**src/rtl/axi_default_slave_pkg.sv**
```systemverilog
// Shared constants and FSM state types for the AXI default (DECERR) slave.
package axi_default_slave_pkg;

   localparam int ID_W_DEF   = 8;
   localparam int ADDR_W_DEF = 32;
   localparam int DATA_W_DEF = 32;
   localparam int LEN_W_DEF  = 4;

   localparam logic [1:0] RESP_OKAY   = 2'b00;
   localparam logic [1:0] RESP_DECERR = 2'b11;

   typedef enum logic [1:0] {
      W_IDLE = 2'd0,
      W_DATA = 2'd1,
      W_RESP = 2'd2
   } w_state_e;

   typedef enum logic {
      R_IDLE = 1'b0,
      R_DATA = 1'b1
   } r_state_e;

endpackage

```
**src/rtl/axi_defslv_errlog.sv**
```systemverilog
// Error logger for the default slave: remembers the last unmapped address
// and counts decode errors (saturating). Only built with AXI_DEFSLV_ERRLOG_EN.
`ifdef AXI_DEFSLV_ERRLOG_EN
module axi_defslv_errlog #(
   parameter int ADDR_W = 32
) (
   input  logic              clk,
   input  logic              rst,
   input  logic              aw_hs,
   input  logic              ar_hs,
   input  logic [ADDR_W-1:0] awaddr,
   input  logic [ADDR_W-1:0] araddr,
   output logic [ADDR_W-1:0] err_addr,
   output logic [15:0]       err_cnt
);

   logic [ADDR_W-1:0] err_addr_q, err_addr_d;
   logic [15:0]       err_cnt_q, err_cnt_d;
   logic [1:0]        inc;
   logic [16:0]       sum;

   // Next log state: write address wins a same-cycle tie, count adds both.
   always_comb begin
      err_addr_d = err_addr_q;
      inc        = {1'b0, aw_hs} + {1'b0, ar_hs};
      sum        = {1'b0, err_cnt_q} + {15'd0, inc};
      if (aw_hs) begin
         err_addr_d = awaddr;
      end else if (ar_hs) begin
         err_addr_d = araddr;
      end
      err_cnt_d = sum[16] ? 16'hFFFF : sum[15:0];
   end

   // Log registers.
   always_ff @(posedge clk or posedge rst) begin
      if (rst) begin
         err_addr_q <= '0;
         err_cnt_q  <= '0;
      end else begin
         err_addr_q <= err_addr_d;
         err_cnt_q  <= err_cnt_d;
      end
   end

   assign err_addr = err_addr_q;
   assign err_cnt  = err_cnt_q;

endmodule
`endif

```
**src/rtl/axi_default_slave.sv**
```systemverilog
// AXI default slave: accepts any burst routed to it and answers with DECERR.
// Independent write (W_IDLE/W_DATA/W_RESP) and read (R_IDLE/R_DATA) FSMs.
// Optional error log (ERR_ADDR/ERR_CNT) with macro AXI_DEFSLV_ERRLOG_EN.
// Handshake: a transfer happens on a rising edge where VALID and READY are
// both high; every output here is decoded from registers only.
module axi_default_slave
   import axi_default_slave_pkg::*;
#(
   parameter int ID_W   = ID_W_DEF,
   parameter int ADDR_W = ADDR_W_DEF,
   parameter int DATA_W = DATA_W_DEF,
   parameter int LEN_W  = LEN_W_DEF
) (
   input  logic                ACLK,
   input  logic                ARESET,
   input  logic [ID_W-1:0]     AWID,
   input  logic [ADDR_W-1:0]   AWADDR,
   input  logic [LEN_W-1:0]    AWLEN,
   input  logic                AWVALID,
   output logic                AWREADY,
   input  logic [DATA_W-1:0]   WDATA,
   input  logic [DATA_W/8-1:0] WSTRB,
   input  logic                WLAST,
   input  logic                WVALID,
   output logic                WREADY,
   output logic [ID_W-1:0]     BID,
   output logic [1:0]          BRESP,
   output logic                BVALID,
   input  logic                BREADY,
   input  logic [ID_W-1:0]     ARID,
   input  logic [ADDR_W-1:0]   ARADDR,
   input  logic [LEN_W-1:0]    ARLEN,
   input  logic                ARVALID,
   output logic                ARREADY,
   output logic [ID_W-1:0]     RID,
   output logic [DATA_W-1:0]   RDATA,
   output logic [1:0]          RRESP,
   output logic                RLAST,
   output logic                RVALID,
   input  logic                RREADY
`ifdef AXI_DEFSLV_ERRLOG_EN
   ,
   output logic [ADDR_W-1:0]   ERR_ADDR,
   output logic [15:0]         ERR_CNT
`endif
);

   localparam logic [LEN_W-1:0] CNT_ONE = LEN_W'(1);

   w_state_e         w_state_q, w_state_d;
   logic [ID_W-1:0]  aw_id_q, aw_id_d;
   logic [LEN_W-1:0] aw_len_q, aw_len_d;
   logic [LEN_W-1:0] w_cnt_q, w_cnt_d;

   r_state_e         r_state_q, r_state_d;
   logic [ID_W-1:0]  ar_id_q, ar_id_d;
   logic [LEN_W-1:0] ar_len_q, ar_len_d;
   logic [LEN_W-1:0] r_cnt_q, r_cnt_d;

   // Write data is discarded; WLAST does not terminate the burst.
`ifdef AXI_DEFSLV_ERRLOG_EN
   logic unused_inputs;
   assign unused_inputs = ^{WDATA, WSTRB, WLAST};
`else
   logic unused_inputs;
   assign unused_inputs = ^{WDATA, WSTRB, WLAST, AWADDR, ARADDR};
`endif

   // Write FSM next state: count AWLEN+1 beats, then hold the response.
   always_comb begin
      w_state_d = w_state_q;
      aw_id_d   = aw_id_q;
      aw_len_d  = aw_len_q;
      w_cnt_d   = w_cnt_q;
      case (w_state_q)
         W_IDLE: begin
            if (AWVALID) begin
               aw_id_d   = AWID;
               aw_len_d  = AWLEN;
               w_cnt_d   = '0;
               w_state_d = W_DATA;
            end
         end
         W_DATA: begin
            if (WVALID) begin
               if (w_cnt_q == aw_len_q) begin
                  w_state_d = W_RESP;
               end else begin
                  w_cnt_d = w_cnt_q + CNT_ONE;
               end
            end
         end
         W_RESP: begin
            if (BREADY) begin
               w_state_d = W_IDLE;
            end
         end
         default: w_state_d = W_IDLE;
      endcase
   end

   // Write channel outputs decoded from the registered write state.
   always_comb begin
      AWREADY = (w_state_q == W_IDLE);
      WREADY  = (w_state_q == W_DATA);
      BVALID  = (w_state_q == W_RESP);
      BID     = '0;
      BRESP   = RESP_OKAY;
      if (w_state_q == W_RESP) begin
         BID   = aw_id_q;
         BRESP = RESP_DECERR;
      end
   end

   // Write FSM registers.
   always_ff @(posedge ACLK or posedge ARESET) begin
      if (ARESET) begin
         w_state_q <= W_IDLE;
         aw_id_q   <= '0;
         aw_len_q  <= '0;
         w_cnt_q   <= '0;
      end else begin
         w_state_q <= w_state_d;
         aw_id_q   <= aw_id_d;
         aw_len_q  <= aw_len_d;
         w_cnt_q   <= w_cnt_d;
      end
   end

   // Read FSM next state: stream ARLEN+1 error beats, one per RREADY.
   always_comb begin
      r_state_d = r_state_q;
      ar_id_d   = ar_id_q;
      ar_len_d  = ar_len_q;
      r_cnt_d   = r_cnt_q;
      if (r_state_q == R_IDLE) begin
         if (ARVALID) begin
            ar_id_d   = ARID;
            ar_len_d  = ARLEN;
            r_cnt_d   = '0;
            r_state_d = R_DATA;
         end
      end else begin
         if (RREADY) begin
            if (r_cnt_q == ar_len_q) begin
               r_state_d = R_IDLE;
            end else begin
               r_cnt_d = r_cnt_q + CNT_ONE;
            end
         end
      end
   end

   // Read channel outputs decoded from the registered read state.
   always_comb begin
      ARREADY = (r_state_q == R_IDLE);
      RVALID  = (r_state_q == R_DATA);
      RID     = '0;
      RRESP   = RESP_OKAY;
      RLAST   = 1'b0;
      if (r_state_q == R_DATA) begin
         RID   = ar_id_q;
         RRESP = RESP_DECERR;
         RLAST = (r_cnt_q == ar_len_q);
      end
   end

   assign RDATA = '0;

   // Read FSM registers.
   always_ff @(posedge ACLK or posedge ARESET) begin
      if (ARESET) begin
         r_state_q <= R_IDLE;
         ar_id_q   <= '0;
         ar_len_q  <= '0;
         r_cnt_q   <= '0;
      end else begin
         r_state_q <= r_state_d;
         ar_id_q   <= ar_id_d;
         ar_len_q  <= ar_len_d;
         r_cnt_q   <= r_cnt_d;
      end
   end

`ifdef AXI_DEFSLV_ERRLOG_EN
   logic aw_hs, ar_hs;
   assign aw_hs = AWVALID && (w_state_q == W_IDLE);
   assign ar_hs = ARVALID && (r_state_q == R_IDLE);

   axi_defslv_errlog #(.ADDR_W(ADDR_W)) u_errlog (
      .clk      (ACLK),
      .rst      (ARESET),
      .aw_hs    (aw_hs),
      .ar_hs    (ar_hs),
      .awaddr   (AWADDR),
      .araddr   (ARADDR),
      .err_addr (ERR_ADDR),
      .err_cnt  (ERR_CNT)
   );
`endif

endmodule

```
**config.mk**
```make
export PLATFORM = sky130hd
export DESIGN_NAME = axi_default_slave
export DESIGN_NICKNAME = d
export VERILOG_FILES = /design/src/rtl/axi_default_slave_pkg.sv /design/src/rtl/axi_defslv_errlog.sv /design/src/rtl/axi_default_slave.sv
export SDC_FILE = /design/constraint.sdc
export NUM_CORES = 1
export LEC_CHECK = 0
export CAP_MARGIN = 20
export CORE_UTILIZATION = 31
export DETAILED_ROUTE_END_ITERATION = 16
export GPL_ROUTABILITY_DRIVEN = 0
export PLACE_DENSITY = 0.93
export SYNTH_ARGS = -nofsm -noshare
export SYNTH_HDL_FRONTEND = slang
export SYNTH_SLANG_ARGS = --single-unit
export TNS_END_PERCENT = 1
```
**constraint.sdc**
```tcl
create_clock -name ACLK -period 2.2 [get_ports ACLK]
set_clock_uncertainty 0.15 [all_clocks]
set_input_delay 0.33 -clock ACLK [delete_from_list [all_inputs] [get_ports ACLK]]
set_output_delay 0.33 -clock ACLK [all_outputs]
set_load 0.01 [all_outputs]
```
# Word level (Yosys, flattened, before mapping)
# Index checks and enable logic that the tools add are counted.
totals:
  input_bits: 132
  word_cells: 52
  ff_bits: 35
op_classes:
  n_addsub: 2
  n_eq_ne: 11
  mux: 22
  reduce_logical: 8
  n_bitwise: 1
ops:
  columns: ["operator", "count"]
  rows:
  - ["4-bit 2-to-1 mux", 7]
  - ["8-bit 2-to-1 mux", 2]
  - ["2-bit 2-to-1 mux", 6]
  - ["2-bit inequality test, second input constant", 5]
  - ["4-bit by 1-bit adder with 4-bit output, second input constant", 2]
  - ["4-bit == test", 2]
  - ["4-bit case mux with 2 select lines", 1]
  - ["4-bit AND reduction", 2]
  - ["2-bit case mux with 3 select lines", 1]
  - ["1-bit 2-to-1 mux", 5]
  - ["2-bit by 1-bit inequality test with 1-bit output, second input constant", 2]
  - ["2-bit AND reduction", 2]
  - ["2-bit nonzero test", 2]
  - ["3-bit AND reduction", 1]
  - ["2-bit by 1-bit == test with 1-bit output, second input constant", 1]
  - ["2-bit == test, second input constant", 1]
  - ["2-bit logical NOT", 1]
  - ["1-bit NOT", 1]

# Depth between registers and ports, before layout
logic_depth:
  word_depth: 4
  mapped_depth: 5

# Least setup slack after synthesis
# OpenSTA, ideal clock, no wires.
synth_path:
  path_type: "register to register"
  from: "reg w_state_q[0]"
  to: "reg aw_id_q[0]"
  arrival_time_ns: 1.459
  synth_period_minus_slack_ns: 1.734
  setup_ns: 0.125
  stages_incl_launch_ff: 6
  path_slack_ns: 0.466
  required_time_ns: 1.925
  cell_sequence: "dfrtp_1 buf_2 nor2_1 and2_1 buf_2 mux2_2"
synth_via:
  elab_chain_cells: 2
synth_rtl:
  columns: ["item", "line", "source"]
  rows:
  - ["start: declaration", "axi_default_slave.sv:50", "w_state_e w_state_q, w_state_d;"]
  - ["start signal: assignment", "axi_default_slave.sv:123", "w_state_q <= w_state_d;"]
  - ["2-bit logical NOT", null, null]
  - ["net AWREADY", "axi_default_slave.sv:20", "output logic AWREADY,"]
  - ["2-bit AND reduction (no line)", null, null]
  - ["end signal: assignment", "axi_default_slave.sv:124", "aw_id_q <= aw_id_d;"]
  - ["end: declaration", "axi_default_slave.sv:51", "logic [ID_W-1:0] aw_id_q, aw_id_d;"]
# The timed path passes the listed nets, and every way through them passes these cells.
# A chain may end at the register's enable or synchronous reset.

# Worst setup path in the final report
layout_path:
  from: "reg r_cnt_q[3]"
  to: "out RLAST"
layout_via:
  elab_chain_cells: 2
layout_rtl:
  columns: ["item", "line", "source"]
  rows:
  - ["start: declaration", "axi_default_slave.sv:58", "logic [LEN_W-1:0] r_cnt_q, r_cnt_d;"]
  - ["start signal: assignment", "axi_default_slave.sv:181", "r_cnt_q <= r_cnt_d;"]
  - ["4-bit == test", "axi_default_slave.sv:164", "RLAST = (r_cnt_q == ar_len_q);"]
  - ["1-bit 2-to-1 mux", "axi_default_slave.sv:161", "if (r_state_q == R_DATA) begin"]
  - ["end: declaration", "axi_default_slave.sv:38", "output logic RLAST,"]
# No other way between the ends.

==> qor.yml <==
grt:
  grt.met1_usage_pct: 14.2
  use_met2_pct: 23.5
  grt_max_degree: 36
  grt_pass1_vias: 1447
  track_usage_pct: 12.9
  antenna_found_initial: 0
  grt-busiest-layer: "met2"
  grt_pass1_wl_um: 6500
  grt.met3_usage_pct: 4.18
  gr-total-overflow: 0
sta:
  fin_tns_setup_ps: 0
  rsz0062_at_grt: "no"
  period_needed_ps: 2110
  fmax_ghz: 0.473
  slew_violations: 0
  layout_worst_path_cycle_share_pct: 96.1
  hold_violations: 0
  setup_viol: 0
  layout_setup_ws_ps: 85.8
final_layout:
  syn_to_final_growth_pct: 32.4
  utilization_pct: 43.6
  final_cells: 349
  nets: 408
  final_cell_mix: "nand2_1, clkdlybuf4s50_1, dfrtp_1"
  antenna_cells: 0
  layout-drive-gt1-share_pct: 11.3
  final_common_cell: "nand2_1"
  fillCellCount: 590
  regArea_um2: 877
  multi_input_area_um2: 930
synthesis:
  synth-seq-area-share_pct: 43.6
  ys_async_sr_fraction_pct: 100
  synth.largest_area_cell: "dfrtp_1"
  synth_area_leaders: "dfrtp_1, buf_4, nand2_1, mux2_2, and2_1"
  ys.flop_type: "dfrtp_1"
  syn_inst: 215
  avgSynthCellArea_um2: 9.33
  yosysTopAreaCellShare_pct: 43.6
  synth_cell_type_count: 33
  syn_area_um2: 2010
  yosys_warnings: 0
  synth-seq-cells: 35
  synth-edff-count: 0
clocking:
  cts_tree: "built"
  cts_htree_levels: 2
  cts_buffer_depth: 2
  cts.sinks: 35
  cts-root-buf: "clkbuf_8"
  path_clk_slew_ps: 70
  cts_buffers: 5
  insertion_delay_ps: 280
power:
  internal_power_w: 0.00196
  peakVddDrop_uv: 515
  netSwitchingFraction_pct: 36.2
  p_per_area_nw_per_um2: 1160
  leakagePower_nw: 1.38
  seq_power_share_pct: 38.7
  comb_power_share_pct: 46.2
  p_clk_share_pct: 15.1
  net-switching-power_w: 0.00111
setup_path:
  timing.rr.start: "r_cnt_q[3]"
  path_depth: 4
  slowest_stage: "dfrtp_1"
  required_ps: 1720
  critical-path-top-delay-family: "simple AND/OR/NAND/NOR gates"
  crit_fanout: 4
  reg2reg_to: "r_cnt_q[3]"
  max_stage_delay_ps: 420
  crit_path_start_kind: "register"
  worst-setup-path-type: "reg2out"
  critPathLaunch: "r_cnt_q[3]"
  r2r_cells: 5
  cp.arrival_ps: 1630
  path_cells: "xor2_1, nor4_4, and2_2, dlygate4sd2_1"
  crit_path_end: "RLAST"
  reg2reg_slack_ps: 400
  end_kind: "output pin"
  path_buf_inv: 1
drt:
  wirelength_um: 4020
  vias: 1518
  drc: 0
  wl_per_cell_um: 11.5
  drt_iter0_drc: 28
  vias_per_cell: 4.35
  postRouteAntennaNets: 0
  firstDrtPassIters: 4
placement:
  numPortBuffers: 56
  dp.cells: 341
  place.detailed.hpwl_um: 2990
  place_ws_ps: 136
die:
  placement_rows: 28
  die_w_um: 82.5
  initial_core_util_pct: 32.9
  ios: 190
  die-area_um2: 6800
  coreArea_um2: 6100
  die_y_um: 82.5
hold_path:
  hold_class: "in2async"
run:
  cap_violations: 0
run_status:
  status: "complete, no violations"
## routing by layer
layer / up-vias / part of all wire (%) / routed length, um
met5: - / 0 / 0
met4: 0 / 0.65 / 26
met3: 5 / 7.2 / 289
met2: 61 / 52 / 2100
met1: 708 / 40 / 1600
li1: 744 / - / -
## state kept, by name, summed over array words and instances, names as in the netlist
register	count
ar_id_q	8
aw_id_q	8
ar_len_q	4
aw_len_q	4
r_cnt_q	4
w_cnt_q	4
w_state_q	2
RVALID	1
## cell usage after synthesis (2+ instances only)
cell	instances
nand2_1	47
clkbuf_1	4
nand3_1	3
inv_1	6
buf_2	2
and2_1	18
buf_4	36
o211ai_1	2
nand4_1	3
xor2_1	4
mux2i_1	5
dfrtp_1	35
xnor2_1	4
mux2_2	12
o21ai_0	4
ha_1	2
and3_1	2
nor2_1	9
nor2b_1	2
or2_2	2
## what timing repair did
item	in CTS	in global routing
buffers inserted	0	1
endpoints found under the setup margin	3	8
gates resized for setup	2	9
cloned	0	0
hold buffers	0	0
## how the worst min path moves through the flow
stage,from,to,depth (start not counted)
finish,ARESET,aw_id_q[6],3
detailed placement,ar_id_q[0],ar_id_q[0],2
global placement,ar_id_q[1],ar_id_q[1],2
global route,ar_id_q[0],ar_id_q[0],2
CTS,ARESET,aw_id_q[6],3
floorplan,BREADY,w_state_q[1],1
## final cells by class
type	instances	share of cell area (%)
clock buffer	6	3.11
clock inverter	1	0.188
inverter	6	0.847
multi-input combinational	163	35.0
sequential	35	33.0
tap	75	3.53
timing repair buffer	63	24.3
## tightest hold or removal path, stage by stage
cell and delay [ps]:
clkdlybuf4s50_1 390, inv_1 50, buf_4 380
## power groups by stage
stage / Clock [W] / Sequential (W) / Combinational (W)
5_1_grt: 0.000504 / 0.00124 / 0.00160
6_report: 0.000466 / 0.00119 / 0.00142
2_1_floorplan: 0 / 0.00113 / 0.000995
3_3_place_gp: 0 / 0.00118 / 0.00138
3_5_place_dp: 0 / 0.00120 / 0.00143
4_1_cts: 0.000478 / 0.00119 / 0.00144
## logic make-up (layout without fill, tap and decap cells)
logic type | Yosys count | after routing | share of synthesized area (%)
AOI/OAI and AO/OA | 12 | 12 | 3.87
other | 1 | 32 | 0.187
adders and majority gates | 2 | 2 | 1.25
buffers and inverters | 48 | 76 | 15.8
DFF | 35 | 35 | 43.6
and+or+nand+nor | 92 | 92 | 22.5
muxes | 17 | 17 | 9.23
xor gates and xnor gates | 8 | 8 | 3.49
## through the flow
step	instance area, um2	total power (W)	hold WS (ps)
global placement	2540	0.00256	302
CTS	2630	0.00311	315
finish	2660	0.00308	302
global route	2660	0.00334	361
detailed placement	2540	0.00264	311
floorplan	2120	0.00212	269
Power figures use the tool's default switching activity.
